File: src/rtl/tlb_perm_check_pipe_pkg.sv
// Shared TLB types: dirty-update FSM states and request access-type decode.
package tlb_perm_check_pipe_pkg;

    typedef enum logic [1:0] {
        ST_IDLE,
        ST_REQ,
        ST_WAIT
    } state_e;

    typedef enum logic [1:0] {
        ACC_LOAD,
        ACC_STORE,
        ACC_FETCH
    } access_e;

    // Fetch wins when both store and fetch are flagged.
    function automatic access_e decode_access(input logic store, input logic fetch);
        if (fetch) begin
            return ACC_FETCH;
        end else if (store) begin
            return ACC_STORE;
        end
        return ACC_LOAD;
    endfunction

endpackage

File: src/rtl/tlb_perm_check_pipe_if.sv
// Request/response, per-entry attribute and PTW dirty-request bundle for the permission checker.
interface tlb_perm_check_pipe_if #(
    parameter int unsigned ENTRIES = 8,
    parameter int unsigned CNT_W   = 16
);
    localparam int unsigned IDX_W = $clog2(ENTRIES);

    logic               io_req_valid;
    logic               io_req_ready;
    logic               io_req_bits_store;
    logic               io_req_bits_fetch;
    logic               io_ptw_status_pum;
    logic               io_ptw_status_mxr;
    logic               priv_s;
    logic [ENTRIES-1:0] u_array;
    logic [ENTRIES-1:0] sw_array;
    logic [ENTRIES-1:0] sx_array;
    logic [ENTRIES-1:0] sr_array;
    logic [ENTRIES-1:0] xr_array;
    logic [ENTRIES-1:0] dirty_array;
    logic               prot_r;
    logic               prot_w;
    logic               prot_x;
    logic [ENTRIES:0]   hits;
    logic               bad_va;
    logic               io_resp_valid;
    logic               io_resp_xcpt_ld;
    logic               io_resp_xcpt_st;
    logic               io_resp_xcpt_if;
    logic               io_dirty_req_valid;
    logic               io_dirty_req_ready;
    logic [IDX_W-1:0]   io_dirty_req_idx;
    logic               io_dirty_ack;
    logic [CNT_W-1:0]   io_xcpt_count;

    modport slave (
        input  io_req_valid, io_req_bits_store, io_req_bits_fetch,
        input  io_ptw_status_pum, io_ptw_status_mxr, priv_s,
        input  u_array, sw_array, sx_array, sr_array, xr_array, dirty_array,
        input  prot_r, prot_w, prot_x, hits, bad_va,
        input  io_dirty_req_ready, io_dirty_ack,
        output io_req_ready, io_resp_valid, io_resp_xcpt_ld, io_resp_xcpt_st, io_resp_xcpt_if,
        output io_dirty_req_valid, io_dirty_req_idx, io_xcpt_count
    );

    modport master (
        output io_req_valid, io_req_bits_store, io_req_bits_fetch,
        output io_ptw_status_pum, io_ptw_status_mxr, priv_s,
        output u_array, sw_array, sx_array, sr_array, xr_array, dirty_array,
        output prot_r, prot_w, prot_x, hits, bad_va,
        output io_dirty_req_ready, io_dirty_ack,
        input  io_req_ready, io_resp_valid, io_resp_xcpt_ld, io_resp_xcpt_st, io_resp_xcpt_if,
        input  io_dirty_req_valid, io_dirty_req_idx, io_xcpt_count
    );

endinterface

File: src/rtl/tlb_perm_comb.sv
// Combinational TLB permission check: per-access faults and lowest-index dirty-bit candidate.
module tlb_perm_comb #(
    parameter int unsigned ENTRIES = 8
) (
    input  logic                       pum,
    input  logic                       mxr,
    input  logic                       priv_s,
    input  logic [ENTRIES-1:0]         u_array,
    input  logic [ENTRIES-1:0]         sw_array,
    input  logic [ENTRIES-1:0]         sx_array,
    input  logic [ENTRIES-1:0]         sr_array,
    input  logic [ENTRIES-1:0]         xr_array,
    input  logic [ENTRIES-1:0]         dirty_array,
    input  logic                       prot_r,
    input  logic                       prot_w,
    input  logic                       prot_x,
    input  logic [ENTRIES:0]           hits,
    input  logic                       bad_va,
    output logic                       ld_fault,
    output logic                       st_fault,
    output logic                       if_fault,
    output logic                       needs_dirty,
    output logic [$clog2(ENTRIES)-1:0] hit_idx
);
    localparam int unsigned IDX_W = $clog2(ENTRIES);

    logic [ENTRIES-1:0] priv_ok;
    logic [ENTRIES:0]   r_perm;
    logic [ENTRIES:0]   w_perm;
    logic [ENTRIES:0]   x_perm;
    logic               hit_found;

    always_comb begin
        priv_ok = priv_s ? ~(pum ? u_array : '0) : u_array;
        r_perm  = {prot_r, priv_ok & (sr_array | (mxr ? xr_array : '0))};
        w_perm  = {prot_w, priv_ok & sw_array};
        x_perm  = {prot_x, priv_ok & sx_array};

        ld_fault = bad_va | (|(~r_perm & hits));
        st_fault = bad_va | (|(~w_perm & hits));
        if_fault = bad_va | (|(~x_perm & hits));

        // Scan downward so the last assignment leaves the lowest hit index.
        hit_found = 1'b0;
        hit_idx   = '0;
        for (int unsigned i = ENTRIES; i > 0; i--) begin
            if (hits[i-1]) begin
                hit_found = 1'b1;
                hit_idx   = IDX_W'(i - 1);
            end
        end

        // The extra non-indexed entry has no dirty bit to update.
        needs_dirty = ~st_fault & ~hits[ENTRIES] & hit_found & ~dirty_array[hit_idx];
    end

endmodule

File: src/rtl/tlb_perm_check_pipe.sv
// TLB permission check pipeline: 1-cycle registered response, saturating exception
// counter and a three-state PTW dirty-bit update handshake.
module tlb_perm_check_pipe
    import tlb_perm_check_pipe_pkg::*;
#(
    parameter int unsigned ENTRIES = 8,
    parameter int unsigned CNT_W   = 16
) (
    input  logic                  clock,
    input  logic                  reset,
    tlb_perm_check_pipe_if.slave  io
);
    localparam int unsigned IDX_W = $clog2(ENTRIES);

    state_e           state_q, state_d;
    logic [IDX_W-1:0] idx_q, idx_d;
    logic             resp_valid_q, resp_valid_d;
    logic             xcpt_ld_q, xcpt_ld_d;
    logic             xcpt_st_q, xcpt_st_d;
    logic             xcpt_if_q, xcpt_if_d;
    logic [CNT_W-1:0] count_q, count_d;

    logic             ld_fault;
    logic             st_fault;
    logic             if_fault;
    logic             needs_dirty;
    logic [IDX_W-1:0] hit_idx;
    logic             accept;
    access_e          acc;

    tlb_perm_comb #(
        .ENTRIES(ENTRIES)
    ) u_perm (
        .pum        (io.io_ptw_status_pum),
        .mxr        (io.io_ptw_status_mxr),
        .priv_s     (io.priv_s),
        .u_array    (io.u_array),
        .sw_array   (io.sw_array),
        .sx_array   (io.sx_array),
        .sr_array   (io.sr_array),
        .xr_array   (io.xr_array),
        .dirty_array(io.dirty_array),
        .prot_r     (io.prot_r),
        .prot_w     (io.prot_w),
        .prot_x     (io.prot_x),
        .hits       (io.hits),
        .bad_va     (io.bad_va),
        .ld_fault   (ld_fault),
        .st_fault   (st_fault),
        .if_fault   (if_fault),
        .needs_dirty(needs_dirty),
        .hit_idx    (hit_idx)
    );

    always_comb begin
        state_d      = state_q;
        idx_d        = idx_q;
        resp_valid_d = 1'b0;
        xcpt_ld_d    = 1'b0;
        xcpt_st_d    = 1'b0;
        xcpt_if_d    = 1'b0;
        count_d      = count_q;

        acc    = decode_access(io.io_req_bits_store, io.io_req_bits_fetch);
        accept = io.io_req_valid & (state_q == ST_IDLE);

        case (state_q)
            ST_IDLE: begin
                if (accept && acc == ACC_STORE && needs_dirty) begin
                    state_d = ST_REQ;
                    idx_d   = hit_idx;
                end
            end
            ST_REQ: begin
                if (io.io_dirty_req_ready) begin
                    state_d = io.io_dirty_ack ? ST_IDLE : ST_WAIT;
                end
            end
            ST_WAIT: begin
                if (io.io_dirty_ack) begin
                    state_d = ST_IDLE;
                end
            end
            default: state_d = ST_IDLE;
        endcase

        if (accept) begin
            resp_valid_d = 1'b1;
            case (acc)
                ACC_FETCH: xcpt_if_d = if_fault;
                ACC_STORE: xcpt_st_d = st_fault;
                default:   xcpt_ld_d = ld_fault;
            endcase
        end

        // Counted alongside the response register so the count already includes it.
        if ((xcpt_ld_d | xcpt_st_d | xcpt_if_d) && (count_q != '1)) begin
            count_d = count_q + CNT_W'(1);
        end
    end

    always_ff @(posedge clock or posedge reset) begin
        if (reset) begin
            state_q      <= ST_IDLE;
            idx_q        <= '0;
            resp_valid_q <= 1'b0;
            xcpt_ld_q    <= 1'b0;
            xcpt_st_q    <= 1'b0;
            xcpt_if_q    <= 1'b0;
            count_q      <= '0;
        end else begin
            state_q      <= state_d;
            idx_q        <= idx_d;
            resp_valid_q <= resp_valid_d;
            xcpt_ld_q    <= xcpt_ld_d;
            xcpt_st_q    <= xcpt_st_d;
            xcpt_if_q    <= xcpt_if_d;
            count_q      <= count_d;
        end
    end

    assign io.io_req_ready       = (state_q == ST_IDLE);
    assign io.io_dirty_req_valid = (state_q == ST_REQ);
    assign io.io_dirty_req_idx   = idx_q;
    assign io.io_resp_valid      = resp_valid_q;
    assign io.io_resp_xcpt_ld    = xcpt_ld_q;
    assign io.io_resp_xcpt_st    = xcpt_st_q;
    assign io.io_resp_xcpt_if    = xcpt_if_q;
    assign io.io_xcpt_count      = count_q;

endmodule

File: src/flat_wrapper.sv
// flat-port wrapper written by rule: the top's interface ports become plain ports
module tlb_perm_check_pipe_flat import tlb_perm_check_pipe_pkg::*;
#(
    parameter int unsigned ENTRIES = 8,
    parameter int unsigned CNT_W   = 16
)
  (clock, reset, io_io_req_valid, io_io_req_bits_store, io_io_req_bits_fetch, io_io_ptw_status_pum, io_io_ptw_status_mxr, io_priv_s, io_u_array, io_sw_array, io_sx_array, io_sr_array, io_xr_array, io_dirty_array, io_prot_r, io_prot_w, io_prot_x, io_hits, io_bad_va, io_io_dirty_req_ready, io_io_dirty_ack, io_io_req_ready, io_io_resp_valid, io_io_resp_xcpt_ld, io_io_resp_xcpt_st, io_io_resp_xcpt_if, io_io_dirty_req_valid, io_io_dirty_req_idx, io_io_xcpt_count);
  tlb_perm_check_pipe_if #(.ENTRIES(ENTRIES), .CNT_W(CNT_W)) io_i ();
  input  logic clock;
  input  logic reset;
  input wire logic [$bits(io_i.io_req_valid)-1:0] io_io_req_valid;
  input wire logic [$bits(io_i.io_req_bits_store)-1:0] io_io_req_bits_store;
  input wire logic [$bits(io_i.io_req_bits_fetch)-1:0] io_io_req_bits_fetch;
  input wire logic [$bits(io_i.io_ptw_status_pum)-1:0] io_io_ptw_status_pum;
  input wire logic [$bits(io_i.io_ptw_status_mxr)-1:0] io_io_ptw_status_mxr;
  input wire logic [$bits(io_i.priv_s)-1:0] io_priv_s;
  input wire logic [$bits(io_i.u_array)-1:0] io_u_array;
  input wire logic [$bits(io_i.sw_array)-1:0] io_sw_array;
  input wire logic [$bits(io_i.sx_array)-1:0] io_sx_array;
  input wire logic [$bits(io_i.sr_array)-1:0] io_sr_array;
  input wire logic [$bits(io_i.xr_array)-1:0] io_xr_array;
  input wire logic [$bits(io_i.dirty_array)-1:0] io_dirty_array;
  input wire logic [$bits(io_i.prot_r)-1:0] io_prot_r;
  input wire logic [$bits(io_i.prot_w)-1:0] io_prot_w;
  input wire logic [$bits(io_i.prot_x)-1:0] io_prot_x;
  input wire logic [$bits(io_i.hits)-1:0] io_hits;
  input wire logic [$bits(io_i.bad_va)-1:0] io_bad_va;
  input wire logic [$bits(io_i.io_dirty_req_ready)-1:0] io_io_dirty_req_ready;
  input wire logic [$bits(io_i.io_dirty_ack)-1:0] io_io_dirty_ack;
  output wire logic [$bits(io_i.io_req_ready)-1:0] io_io_req_ready;
  output wire logic [$bits(io_i.io_resp_valid)-1:0] io_io_resp_valid;
  output wire logic [$bits(io_i.io_resp_xcpt_ld)-1:0] io_io_resp_xcpt_ld;
  output wire logic [$bits(io_i.io_resp_xcpt_st)-1:0] io_io_resp_xcpt_st;
  output wire logic [$bits(io_i.io_resp_xcpt_if)-1:0] io_io_resp_xcpt_if;
  output wire logic [$bits(io_i.io_dirty_req_valid)-1:0] io_io_dirty_req_valid;
  output wire logic [$bits(io_i.io_dirty_req_idx)-1:0] io_io_dirty_req_idx;
  output wire logic [$bits(io_i.io_xcpt_count)-1:0] io_io_xcpt_count;
  assign io_i.io_req_valid = io_io_req_valid;
  assign io_i.io_req_bits_store = io_io_req_bits_store;
  assign io_i.io_req_bits_fetch = io_io_req_bits_fetch;
  assign io_i.io_ptw_status_pum = io_io_ptw_status_pum;
  assign io_i.io_ptw_status_mxr = io_io_ptw_status_mxr;
  assign io_i.priv_s = io_priv_s;
  assign io_i.u_array = io_u_array;
  assign io_i.sw_array = io_sw_array;
  assign io_i.sx_array = io_sx_array;
  assign io_i.sr_array = io_sr_array;
  assign io_i.xr_array = io_xr_array;
  assign io_i.dirty_array = io_dirty_array;
  assign io_i.prot_r = io_prot_r;
  assign io_i.prot_w = io_prot_w;
  assign io_i.prot_x = io_prot_x;
  assign io_i.hits = io_hits;
  assign io_i.bad_va = io_bad_va;
  assign io_i.io_dirty_req_ready = io_io_dirty_req_ready;
  assign io_i.io_dirty_ack = io_io_dirty_ack;
  assign io_io_req_ready = io_i.io_req_ready;
  assign io_io_resp_valid = io_i.io_resp_valid;
  assign io_io_resp_xcpt_ld = io_i.io_resp_xcpt_ld;
  assign io_io_resp_xcpt_st = io_i.io_resp_xcpt_st;
  assign io_io_resp_xcpt_if = io_i.io_resp_xcpt_if;
  assign io_io_dirty_req_valid = io_i.io_dirty_req_valid;
  assign io_io_dirty_req_idx = io_i.io_dirty_req_idx;
  assign io_io_xcpt_count = io_i.io_xcpt_count;
  tlb_perm_check_pipe #(.ENTRIES(ENTRIES), .CNT_W(CNT_W)) u_core (.clock(clock), .reset(reset), .io(io_i));
endmodule
File: config.mk
export PLATFORM = sky130hd
export DESIGN_NAME = tlb_perm_check_pipe_flat
export DESIGN_NICKNAME = d
export VERILOG_FILES = /design/src/rtl/tlb_perm_check_pipe_pkg.sv /design/src/rtl/tlb_perm_check_pipe_if.sv /design/src/rtl/tlb_perm_comb.sv /design/src/rtl/tlb_perm_check_pipe.sv /design/src/flat_wrapper.sv
export SDC_FILE = /design/constraint.sdc
export NUM_CORES = 1
export LEC_CHECK = 0
export CAP_MARGIN = 10
export CORE_MARGIN = 4
export CORE_UTILIZATION = 37
export CTS_CLUSTER_SIZE = 12
export DETAILED_ROUTE_END_ITERATION = 16
export PLACE_DENSITY = 0.78
export RECOVER_POWER = 25
export SYNTH_ARGS = -nofsm -noshare
export SYNTH_HDL_FRONTEND = slang
export SYNTH_SLANG_ARGS = --single-unit
File: constraint.sdc
create_clock -name clock -period 1.75 [get_ports clock]
set_input_delay 0.4375 -clock clock [delete_from_list [all_inputs] [get_ports clock]]
set_output_delay 0.4375 -clock clock [all_outputs]
set_load 0.01 [all_outputs]
# Word level (Yosys, flattened, before mapping)
# Cells that the tools add are included.
totals:
  reg_bits: 25
  in_bits: 71
  out_inout_bits: 25
  word_cells: 88
classes:
  add_sub_neg: 1
  n_lt_le_gt_ge: 1
  n_eq_ne: 8
  mux: 38
  n_bitwise: 23
  reduce_logical: 10
ops:
  columns: ["operator", "n"]
  rows:
  - ["9-bit bitwise AND", 3]
  - ["9-bit inverter", 3]
  - ["9-bit OR reduction", 3]
  - ["8-bit bitwise AND", 3]
  - ["3-bit 2-to-1 mux", 8]
  - ["8-bit 2-to-1 mux", 3]
  - ["1-bit 2-to-1 mux", 18]
  - ["16-bit by 1-bit adder with 16-bit output (second input constant)", 1]
  - ["16-bit != test (second input constant)", 1]
  - ["2-bit 2-to-1 mux", 7]
  - ["8-bit inverter", 1]
  - ["8-bit OR", 1]
  - ["2-bit case mux with 3 select lines", 1]
  - ["1-bit OR", 5]
  - ["1-bit bitwise AND", 4]
  - ["2-bit by 1-bit == test with 1-bit output (second input constant)", 2]
  - ["2-bit == test (second input constant)", 2]
  - ["3-bit by 4-bit less-than comparator with 1-bit output (second input constant)", 1]
  - ["2-bit != test (second input constant)", 2]
  - ["1-bit binary-select mux with 3-bit select", 1]
  - ["1-bit logical AND", 3]
  - ["1-bit inverter", 3]
  - ["3-bit AND reduction", 1]
  - ["2-bit logical NOT", 1]
  - ["other kinds (3)", 3]

# Longest topological paths before layout
depth:
  depth_word: 15
  depth_mapped: 10
  depth_no_buf: 7

# Modules after synthesis
# From an unflattened synthesis, not the netlist that was laid out.
unflattened:
  hier_cells: 220
  hier_area_um2: 1853.0
by_module_without_submodules:
  columns: ["module", "n_inst", "cells_each", "area_per_inst_um2", "seq_area_each_um2"]
  rows:
  - ["tlb_perm_check_pipe", 1, 99, 1133.6, 625.6]
  - ["tlb_perm_comb", 1, 121, 719.4, 0.0]

# Worst setup path before layout
# No wires, ideal clock.
synth_timing:
  path_kind: "input to register"
  startpoint: "in io_hits[1]"
  endpoint: "reg u_core.count_q[1] (netlist: u_core.io.io_xcpt_count[1])"
  setup_ns: 0.125
  t_arrival_ns: 2.262
  t_required_ns: 1.625
  setup_slack_ns: -0.637
  path_stages: 8
  path_buffers: 1
  path_cell_list: "buf_6 -> inv_1 -> o22ai_1 -> o31a_1 -> or4_4 -> a211oi_4 -> or2_4 -> mux2_4"
synth_between:
  elab_chain_cells: 8
  word_cells_on_any_way: 18
  cone_classes: "mux: 6; bitwise: 8; reduce/logical: 4"
synth_lines:
  columns: ["item", "line_no", "source"]
  rows:
  - ["start: declaration", "flat_wrapper.sv:26", "input wire logic [$bits(io_i.hits)-1:0] io_hits;"]
  - ["9-bit bitwise AND (on tied branches)", "tlb_perm_comb.sv:39, tlb_perm_comb.sv:40", null]
  - ["9-bit OR reduction (on tied branches)", "tlb_perm_comb.sv:39, tlb_perm_comb.sv:40", null]
  - ["1-bit OR (on tied branches)", "tlb_perm_comb.sv:39, tlb_perm_comb.sv:40", null]
  - ["1-bit 2-to-1 mux", "tlb_perm_check_pipe.sv:89", "case (acc)"]
  - ["1-bit 2-to-1 mux", "tlb_perm_check_pipe.sv:87", "if (accept) begin"]
  - ["1-bit OR", "tlb_perm_check_pipe.sv:97", "if ((xcpt_ld_d | xcpt_st_d | xcpt_if_d) && (count_q != '1)) begin"]
  - ["1-bit OR (*)", "tlb_perm_check_pipe.sv:97", null]
  - ["1-bit logical AND (*)", "tlb_perm_check_pipe.sv:97", null]
  - ["end signal: assignment", "tlb_perm_check_pipe.sv:118", "count_q <= count_d;"]
  - ["end: declaration", "tlb_perm_check_pipe.sv:21", "logic [CNT_W-1:0] count_q, count_d;"]
# Mark *: on every way between the ends. The rest lies on a longest branch, timed or not.
# A chain may end at the register's enable or synchronous reset.

# Worst setup path after layout
layout_timing:
  startpoint: "in io_sw_array[1]"
  endpoint: "reg u_core.count_q[14] (netlist: u_core.io.io_xcpt_count[14])"
layout_between:
  elab_chain_cells: 10
layout_lines:
  columns: ["item", "line_no", "source"]
  rows:
  - ["start: declaration", "flat_wrapper.sv:18", "input wire logic [$bits(io_i.sw_array)-1:0] io_sw_array;"]
  - ["8-bit bitwise AND", "tlb_perm_comb.sv:36", "w_perm = {prot_w, priv_ok & sw_array};"]
  - ["9-bit inverter", "tlb_perm_comb.sv:40", "st_fault = bad_va | (|(~w_perm & hits));"]
  - ["9-bit bitwise AND", "tlb_perm_comb.sv:40", null]
  - ["9-bit OR reduction", "tlb_perm_comb.sv:40", null]
  - ["1-bit OR", "tlb_perm_comb.sv:40", null]
  - ["1-bit 2-to-1 mux", "tlb_perm_check_pipe.sv:89", null]
  - ["1-bit 2-to-1 mux", "tlb_perm_check_pipe.sv:87", null]
  - ["named net u_core.xcpt_st_d", "tlb_perm_check_pipe.sv:19", "logic xcpt_st_q, xcpt_st_d;"]
  - ["1-bit OR (2 in series)", "tlb_perm_check_pipe.sv:97", null]
  - ["1-bit logical AND", "tlb_perm_check_pipe.sv:97", null]
# The timed path passes the listed nets, and every way through them passes these cells.

==> flow_metrics.tcl <==
set metrics [dict create \
    status "finished with violations" \
    violations "negative setup slack" \
    synth_cell_type_count 52 \
    clockBufferDepth 2 \
    grt_pass1_vias 2388 \
    synth.area.top_cells "dfrtp_1 33%, o21ai_0 9.0%, xor2_1 6.0%" \
    via_count 2358 \
    ir_worst_vdd_uv 324 \
    seq_area_frac_synth_pct 32.9 \
    syn_inst 223 \
    finClkSkew_ps 4.79 \
    hp-class "reg2reg" \
    synth-compound-area-share_pct 22.3 \
    synthMuxAreaShare_pct 4.74 \
    hold_violations 0 \
    rows 25 \
    synth_area_per_cell_um2 8.52 \
    max_freq_mhz 451 \
    routed_wl_mm 7.43 \
    leakagePower_nw 1.81 \
    hpwl_mm 5.52 \
    holdWs_ps 513 \
    viasPerCell 5.40 \
    post-route-period-util_pct 127 \
    drt_iter0_drc 173 \
    rsz0062_at_grt "yes" \
    cap_violations 0 \
    crit_type "in2reg" \
    syn-cell-area_um2 1900 \
    period_minus_slack_ps 2220 \
    setup_viol 20 \
    power_per_cell_area_nw_per_um2 568 \
    grt_pass1_wl_mm 11.3 \
    synth_edf_count 0 \
    grt_start_max_net_pins 26 \
    insertion_delay_ps 270 \
    synth_top_area_cell "dfrtp_1" \
    die_w_um 79.6 \
    cts.clk_slew.worst_paths_ps 90 \
    wire_per_inst_um 17.0 \
    gp_congestion 0.924 \
    layoutNonFillerInstCount 437 \
    antenna_cells 0 \
    die-area_um2 6340 \
    synth_xor_area_share_pct 6.46 \
    postSynthNetCount 295 \
    synth_fa_ha_area_share_pct 0.659 \
    crit_fanout 6 \
    clockRootBuffer "clkbuf_8" \
    grt_overflow 0 \
    synth_top_area_share_pct 32.9 \
    drive_above_1_share_pct 38.9 \
    tightest_slew_ps 608 \
    track_usage_pct 22.5 \
    final_antenna_net_count 0 \
    cts_sinks 25 \
    ys_async_sr_fraction_pct 100 \
    htreeDepth 1 \
    synthSimpleGateAreaFrac_pct 26.0 \
    required_ps 1910 \
    dieHeight_um 79.6 \
    ys_seq_elements 25 \
    drcViolationCount 0 \
    start_kind "primary input" \
    cts_tree "yes" \
    cts_inserted_buffers 3 \
    core_um2 4850 \
    slew_headroom_pct 59.5 \
    dp.cells 424 \
    synth_flop_cell "dfrtp_1" \
    syn_to_final_growth_pct 93.9 \
    endpoint_kind "register" \
    firstDrtPassIters 4 \
    worstPathArrival_ps 2380 \
    antenna_found_initial 0 \
    synth_top_family_by_area "simple AND/OR/NAND/NOR gates" \
    drv_slew 0 \
    nNetsFinal 443 \
    hold_buffers 0 \
    numPortBuffers 95 \
    finalWorstSetupSlack_ps -467 \
    nFillCells 356 \
    post-route-util_pct 76.0 \
    initial_core_util_pct 39.2 \
    synth_warnings 0 \
    ios 96 \
]
## kinds of logic after synthesis
family	count (synthesis)
XOR/XNOR	14
AND/OR/NAND/NOR	83
buffers and inverters	27
flip-flops	25
adder cells (fa/ha/maj)	1
AO/OA/AOI/OAI	65
multiplexers	8
## sequential cells by signal, summed over array words and instances, names as in the netlist
signal / cells
u_core.io.io_dirty_req_idx: 3
u_core.io.io_resp_xcpt_st: 1
u_core.io.io_xcpt_count: 16
u_core.io.io_resp_xcpt_if: 1
u_core.state_q: 2
u_core.io.io_resp_valid: 1
u_core.io.io_resp_xcpt_ld: 1
## metrics by stage
stage / setup TNS, ps / setup slack, ps / instance area (µm²) / total power (W)
after floorplan: -9270 / -617 / 2010 / 0.00112
after global placement: -21840 / -1140 / 3360 / 0.00167
after detailed placement: -22450 / -1180 / 3360 / 0.00169
after CTS: -8000 / -486 / 3500 / 0.00204
after global routing: -8950 / -525 / 3680 / 0.00222
final: -7640 / -467 / 3680 / 0.00209
## cell type report
type	instances	area, µm²	area share (%)
multi-input combinational	171	1430	38.7
clock inverter	1	5.00	0.136
clock buffer	3	41.3	1.12
sequential	25	627	17.0
timing repair buffer	154	1440	39.0
inverter	16	62.6	1.70
tap	67	83.8	2.28
## what timing repair did
item                       in CTS  in global routing
pin swaps                      24                 29
gates resized for setup       118                 85
gates cloned                    1                  1
setup endpoints to repair      27                 28
buffers inserted                4                  3
## power by group
| part | leakage, nW | switching, W | internal [W] |
|---|---|---|---|
| clock | 0.0255 | 0.000183 | 0.000160 |
| combinational | 1.47 | 0.000469 | 0.000575 |
| sequential | 0.322 | 0.0000498 | 0.000657 |
| total | 1.81 | 0.000702 | 0.00139 |
## critical path, cell delays in order
cell	delay [ps]
clkdlybuf4s50_1	460
o21ai_0	100
o21ai_1	150
and4b_2	300
a31oi_4	110
a211oi_4	290
buf_6	180
nor3_4	40
mux2_4	290
## synthesized netlist by cell type (all sizes together), types with 6 or more instances
cell type  instances
nor3               7
nor4               7
dfrtp             25
mux2i              6
and3               9
o21ai             34
buf                9
nand2             11
a21oi              7
xor2              13
nand3              7
nand4              6
nor2               9
inv               16
## metal layers
layer,GRT usage [%],part of all wire [%],vias to the layer above
li1,-,-,1122
met1,26.2,38,1105
met2,41.3,52,112
met3,3.95,7.5,19
met4,7.39,2.7,0
met5,0,0,-
## placed cells by master, fill, tap and decap left out, drive strengths merged, types with 2 or more instances in the layout
cell type      count
and2               2
mux2               2
o21ai             34
nand2b             2
o31ai              2
dlymetal6s2s      12
nand3b             3
nor2b              5
a211oi             2
nor4b              2
nor3               7
clkdlybuf4s15      5
nand2             11
and4b              2
nor3b              5
a31oi              2
o22ai              3
nand4              6
clkbuf            12
and3               9
dlygate4sd2       17
clkdlybuf4s50     39
buf               71
a32oi              2
a22oi              3
nor4               7
inv               16
nor2               9
xor2              13
dfrtp             25
a21oi              7
nand3              7
or2                2
mux2i              6
## final timing paths
| path | end | from | cells after the start | slack, ps |
|---|---|---|---|---|
| setup / recovery | u_core.io.io_xcpt_count[14]$_DFFE_PP0P_ | io_sw_array[1] | 9 | -470 |
| hold / removal | u_core.io.io_xcpt_count[9]$_DFFE_PP0P_ | u_core.io.io_xcpt_count[9]$_DFFE_PP0P_ | 1 | 510 |
| setup reg to reg | u_core.io.io_xcpt_count[8]$_DFFE_PP0P_ | u_core.io.io_xcpt_count[5]$_DFFE_PP0P_ | 8 | -340 |
| hold reg to reg | u_core.io.io_xcpt_count[9]$_DFFE_PP0P_ | u_core.io.io_xcpt_count[9]$_DFFE_PP0P_ | 1 | 510 |
| max in group asynchronous | u_core.io.io_xcpt_count[12]$_DFFE_PP0P_ | reset | 3 | 570 |
| min in group asynchronous | u_core.io.io_xcpt_count[4]$_DFFE_PP0P_ | reset | 3 | 750 |
Note: power is estimated with default switching activity, not from simulation.
